==> src/rtl/operand_loader_if.sv <==
// ============================================================================
//  Module   : operand_loader_if
//  Brief    : Switch/key inputs and assembled-operand outputs of operand_loader
//  Revision : 1.0  initial release
// ============================================================================
`default_nettype none

interface operand_loader_if #(
  parameter int NBITS = 8
);
  logic             k0;
  logic             s0;
  logic             s1;
  logic [NBITS-1:0] a;
  logic [NBITS-1:0] b;
  logic             valid;
  logic [3:0]       count;
  logic             busy;

  modport master (
    output k0, s0, s1,
    input  a, b, valid, count, busy
  );

  modport slave (
    input  k0, s0, s1,
    output a, b, valid, count, busy
  );
endinterface

`default_nettype wire

==> src/rtl/operand_loader.sv <==
// ============================================================================
//  Module   : operand_loader
//  Brief    : Debounced key press captures one bit per switch, LSB first,
//             and publishes two NBITS-wide operands with a one-cycle valid.
//  Revision : 1.0  initial release
// ============================================================================
`default_nettype none

module operand_loader #(
  parameter int DB_CYCLES = 250000,
  parameter int NBITS     = 8
) (
  input  logic             clk,
  input  logic             k1,
  operand_loader_if.slave  bus
);

  localparam int              CNT_W      = (DB_CYCLES > 2) ? $clog2(DB_CYCLES) : 1;
  localparam int              IDX_W      = $clog2(NBITS);
  localparam logic [CNT_W-1:0] c_DB_LAST  = CNT_W'(DB_CYCLES - 1);
  localparam logic [3:0]       c_CNT_LAST = 4'(NBITS - 1);

  logic             r_k0_m, r_k0_s;
  logic             r_s0_m, r_s0_s;
  logic             r_s1_m, r_s1_s;
  logic             r_deb, r_deb_d;
  logic [CNT_W-1:0] r_db_cnt;
  logic [NBITS-2:0] r_sh_a, r_sh_b;
  logic [NBITS-1:0] r_a, r_b;
  logic             r_valid;
  logic [3:0]       r_count;

  logic             w_press;
  logic [IDX_W-1:0] w_idx;

  // Press strobe: debounced level has just fallen (release edges are ignored)
  assign w_press = r_deb_d & ~r_deb;
  assign w_idx   = r_count[IDX_W-1:0];

  always_ff @(posedge clk) begin
    if (!k1) begin
      r_k0_m   <= 1'b1;
      r_k0_s   <= 1'b1;
      r_s0_m   <= 1'b0;
      r_s0_s   <= 1'b0;
      r_s1_m   <= 1'b0;
      r_s1_s   <= 1'b0;
      r_deb    <= 1'b1;
      r_deb_d  <= 1'b1;
      r_db_cnt <= '0;
      r_sh_a   <= '0;
      r_sh_b   <= '0;
      r_a      <= '0;
      r_b      <= '0;
      r_valid  <= 1'b0;
      r_count  <= '0;
    end else begin
      r_k0_m  <= bus.k0;
      r_k0_s  <= r_k0_m;
      r_s0_m  <= bus.s0;
      r_s0_s  <= r_s0_m;
      r_s1_m  <= bus.s1;
      r_s1_s  <= r_s1_m;
      r_deb_d <= r_deb;

      if (r_k0_s == r_deb) begin
        r_db_cnt <= '0;
      end else if (r_db_cnt == c_DB_LAST) begin
        r_deb    <= r_k0_s;
        r_db_cnt <= '0;
      end else begin
        r_db_cnt <= r_db_cnt + 1'b1;
      end

      r_valid <= 1'b0;
      if (w_press) begin
        if (r_count == c_CNT_LAST) begin
          r_a     <= {r_s1_s, r_sh_a};
          r_b     <= {r_s0_s, r_sh_b};
          r_valid <= 1'b1;
          r_count <= '0;
          r_sh_a  <= '0;
          r_sh_b  <= '0;
        end else begin
          r_sh_a[w_idx] <= r_s1_s;
          r_sh_b[w_idx] <= r_s0_s;
          r_count       <= r_count + 1'b1;
        end
      end
    end
  end

  assign bus.a     = r_a;
  assign bus.b     = r_b;
  assign bus.valid = r_valid;
  assign bus.count = r_count;
  assign bus.busy  = (r_count != 4'd0);

endmodule

`default_nettype wire
==> src/flat_wrapper.sv <==
// flat-port wrapper written by rule: the top's interface ports become plain ports
module operand_loader_flat 
#(
  parameter int DB_CYCLES = 250000,
  parameter int NBITS     = 8
)
  (clk, k1, bus_k0, bus_s0, bus_s1, bus_a, bus_b, bus_valid, bus_count, bus_busy);
  operand_loader_if #(.NBITS(NBITS)) bus_i ();
  input  logic clk;
  input  logic k1;
  input wire logic [$bits(bus_i.k0)-1:0] bus_k0;
  input wire logic [$bits(bus_i.s0)-1:0] bus_s0;
  input wire logic [$bits(bus_i.s1)-1:0] bus_s1;
  output wire logic [$bits(bus_i.a)-1:0] bus_a;
  output wire logic [$bits(bus_i.b)-1:0] bus_b;
  output wire logic [$bits(bus_i.valid)-1:0] bus_valid;
  output wire logic [$bits(bus_i.count)-1:0] bus_count;
  output wire logic [$bits(bus_i.busy)-1:0] bus_busy;
  assign bus_i.k0 = bus_k0;
  assign bus_i.s0 = bus_s0;
  assign bus_i.s1 = bus_s1;
  assign bus_a = bus_i.a;
  assign bus_b = bus_i.b;
  assign bus_valid = bus_i.valid;
  assign bus_count = bus_i.count;
  assign bus_busy = bus_i.busy;
  operand_loader #(.DB_CYCLES(DB_CYCLES), .NBITS(NBITS)) u_core (.clk(clk), .k1(k1), .bus(bus_i));
endmodule
==> config.mk <==
export PLATFORM = sky130hd
export DESIGN_NAME = operand_loader_flat
export DESIGN_NICKNAME = d
export VERILOG_FILES = /design/src/rtl/operand_loader_if.sv /design/src/rtl/operand_loader.sv /design/src/flat_wrapper.sv
export SDC_FILE = /design/constraint.sdc
export NUM_CORES = 1
export LEC_CHECK = 0
export ABC_AREA = 1
export BUFFER_PORTS_ARGS = -buffer_cell sky130_fd_sc_hd__buf_4
export CAP_MARGIN = 0
export CORE_UTILIZATION = 43
export CTS_BUF_LIST = sky130_fd_sc_hd__clkbuf_8
export DETAILED_ROUTE_END_ITERATION = 10
export GPL_TIMING_DRIVEN = 0
export SYNTH_ARGS = -nofsm -noshare
export SYNTH_HDL_FRONTEND = slang
export SYNTH_SLANG_ARGS = --single-unit
export TNS_END_PERCENT = 1
==> constraint.sdc <==
create_clock -name clk -period 1.4 [get_ports clk]
set_clock_uncertainty 0.1 [all_clocks]
set_input_delay 0.14 -clock clk [delete_from_list [all_inputs] [get_ports clk]]
set_output_delay 0.14 -clock clk [all_outputs]
set_load 0.02 [all_outputs]
==> impl_metrics.yaml <==
synth:
  synth.avg_cell_area_um2: 7.37
  yosysSeqAreaShare_pct: 48.1
  ys_seq_elements: 61
  syn_nets: 353
  synthCells: 345
  ys_warn_count: 0
  synth_area_um2: 2540
  ys_types: 25
layout:
  layout_commonest_cell: "nand2_1"
  drive_gt1_share_pct: 24.4
  seqCellArea_um2: 1240
  area_growth_pct: 27.2
  n_fill_cell: 550
  diodes: 0
  final_cell_mix: "nand2_1, dfxtp_1, nand3_1, buf_4, inv_1"
  fin_cells: 470
  finalNetCount: 401
  final_util_pct: 57.7
  multiInputGateArea_um2: 1220
sta:
  worst_hold_slack_ns: 0.0147
  rsz0062_at_grt: "true"
  relSlewSlack_pct: 65.7
  worst_pin_slew_ns: 0.514
  slew_violations: 0
  setup_violations: 19
  worst_slack_ns: -0.0440
  period_share_pct: 103
  finalHoldViolCount: 0
  fin_crit_ns: 1.44
  fmax_mhz: 693
route:
  vias_per_cell: 4.83
  initialDrtViolationCount: 147
  via_count: 2269
  ant_nets: 0
  drc: 0
  detail_route.wl_per_cell_um: 12.1
  wirelength_um: 5700
  drtPass1Iterations: 4
global_routing:
  grt.total_usage_pct: 20.3
  overflow: 0
  grt_max_degree: 18
  grt_pass1_vias: 2048
  use_met3_pct: 4.14
  grt_pass1_wl_um: 9610
  met1_usage_pct: 29.3
  antenna_found_initial: 0
  grt.met2_usage_pct: 29.2
  grt.busiest_layer: "met1"
pwr:
  ir_drop_mv: 0.585
  finalPower_uw: 3230
  powerDensity_nw_per_um2: 998
  p_leak_uw: 0.00133
floorplan:
  row_count: 27
  die_y_um: 78.9
  core-area_um2: 5610
  start_util_pct: 45.3
  io_pins: 27
  die_w_um: 78.9
  die_area_um2: 6220
clocking:
  cts.root.buffer_cell: "clkbuf_8"
  cts_tree: "built"
  clock-sinks: 61
  numCtsBuffers: 9
  cts_max_level: 3
  clk_path_buf_depth: 2
  insertion_delay_ns: 0.33
  clk_pin_slew_worst_paths_ns: 0.06
setup_path:
  cp_slowest_cell: "dfxtp_4"
  r2r_start: "u_core.r_db_cnt[0]$_SDFF_PP0_"
  slowest_delay_ns: 0.36
  start_kind: "flop"
  critical_path.cell_chain: "ha_4 -> nand2_4 -> nor2_4 -> inv_2 -> nor2_4 -> nand2_2 -> nand2_4 -> buf_8 -> nor2_1"
  ff2ff_path_depth: 9
  critPathCaptureType: "flop"
  r2r_end: "u_core.r_db_cnt[4]$_SDFF_PP0_"
  r2r_setup_slack_ns: -0.04
  crit_fanout: 10
  path_class: "flop to flop"
  crit_arrival_ns: 1.57
  crit_required_ns: 1.52
placed_design:
  dp_slack_ns: -0.222
  routabilityCongestion: 0.858
  dp_hpwl_um: 4030
  placedCellCount: 442
  port_buffers: 25
run_status:
  status: "finished, violations left"
  violations: "negative setup slack"
hold_path:
  whs_path_depth: 3
  hold_start: "k1"
  hp-class: "primary input to flop"
  min_to: "u_core.bus.count[1]$_SDFFE_PN0P_"
job:
  max-cap-violations: 0
## sequential cells by signal, summed over array words and instances, names as in the netlist, 4 cells and up
register / flops
u_core.r_sh_a: 7
u_core.r_db_cnt: 18
u_core.bus.a: 8
u_core.bus.count: 4
u_core.bus.b: 8
u_core.r_sh_b: 7
## through the flow
step | instance area (µm²) | setup TNS (ns)
after global placement | 2860 | -3.45
after floorplan | 2580 | -0.251
after detailed placement | 2860 | -3.78
final | 3230 | -0.517
after global routing | 3230 | -2.62
after CTS | 3150 | -0.0872
## worst max-delay path by stage
stage                                      from                              to  slack (ns)  cells past startpoint
6_report          u_core.r_db_cnt[0]$_SDFF_PP0_   u_core.r_db_cnt[4]$_SDFF_PP0_       -0.04                      9
2_1_floorplan     u_core.r_db_cnt[0]$_SDFF_PP0_  u_core.r_db_cnt[12]$_SDFF_PP0_       -0.03                      9
3_3_place_gp      u_core.r_db_cnt[0]$_SDFF_PP0_  u_core.r_db_cnt[12]$_SDFF_PP0_       -0.21                      9
3_5_place_dp      u_core.r_db_cnt[0]$_SDFF_PP0_  u_core.r_db_cnt[16]$_SDFF_PP0_       -0.22                      9
4_1_cts        u_core.bus.count[0]$_SDFFE_PN0P_                        bus_busy       -0.04                      4
5_1_grt           u_core.r_db_cnt[0]$_SDFF_PP0_  u_core.r_db_cnt[16]$_SDFF_PP0_       -0.15                     10
## layout make-up
type,count,area share [%]
repair buffers,38,9.40
inverters,37,4.37
clock inverters,4,0.503
multi-input cells,239,37.8
plain buffers,7,1.74
clock buffers,12,5.11
flip-flops and latches,61,38.2
well taps,72,2.79
## power breakdown
| group | switching, µW | internal, µW | total (µW) |
|---|---|---|---|
| sequential | 7.03 | 1740 | 1750 |
| combinational | 40.2 | 27.8 | 68.0 |
| clock | 647 | 766 | 1410 |
## synthesized netlist by cell type, drive strengths merged
| cell | count | area (µm²) |
|---|---|---|
| inv | 37 | 139 |
| nor3 | 4 | 20.0 |
| nor2 | 47 | 201 |
| nand3 | 38 | 190 |
| nand4 | 6 | 37.5 |
| clkbuf | 2 | 7.51 |
| or2 | 2 | 12.5 |
| a21oi | 25 | 129 |
| xnor2 | 4 | 35.0 |
| buf | 6 | 43.8 |
| nand2 | 96 | 385 |
| ha | 3 | 37.5 |
| dfxtp | 61 | 1220 |
| xor2 | 2 | 17.5 |
| o21ai | 11 | 55.1 |
| o21a | 1 | 8.76 |
## per-layer routing
metal / up-vias / routed length [µm] / part of all wire [%]
li1: 1194 / - / -
met1: 1018 / 3020 / 53
met2: 47 / 2360 / 41
met3: 10 / 213 / 3.7
met4: 0 / 104 / 1.8
met5: - / 0 / 0
## critical path: cells and delay by family (launching register included)
kind	cells	cell delay, ns
buffers and inverters	2	0.20
AND/OR/NAND/NOR	6	0.52
flip-flops	1	0.36
adder cells (fa/ha/maj)	1	0.15
## what timing repair did
| item | in CTS | in global routing |
|---|---|---|
| hold buffers | 3 | 0 |
| resized for setup | 13 | 24 |
| setup buffers | 7 | 3 |
| pin swaps | 6 | 6 |
| gates cloned | 0 | 0 |
| setup endpoints to repair | 38 | 47 |
| hold endpoints to repair | 3 | 0 |
## cell families after synthesis
family                     Yosys count  synth area share (%)
buffers and inverters               45                  7.48
xor gates and xnor gates             6                  2.07
DFF                                 61                  48.1
AOI/OAI and AO/OA                   37                  7.58
adders and majority gates            3                  1.48
and+or+nand+nor                    193                  33.3
Note: power is estimated with default switching activity, not from simulation.
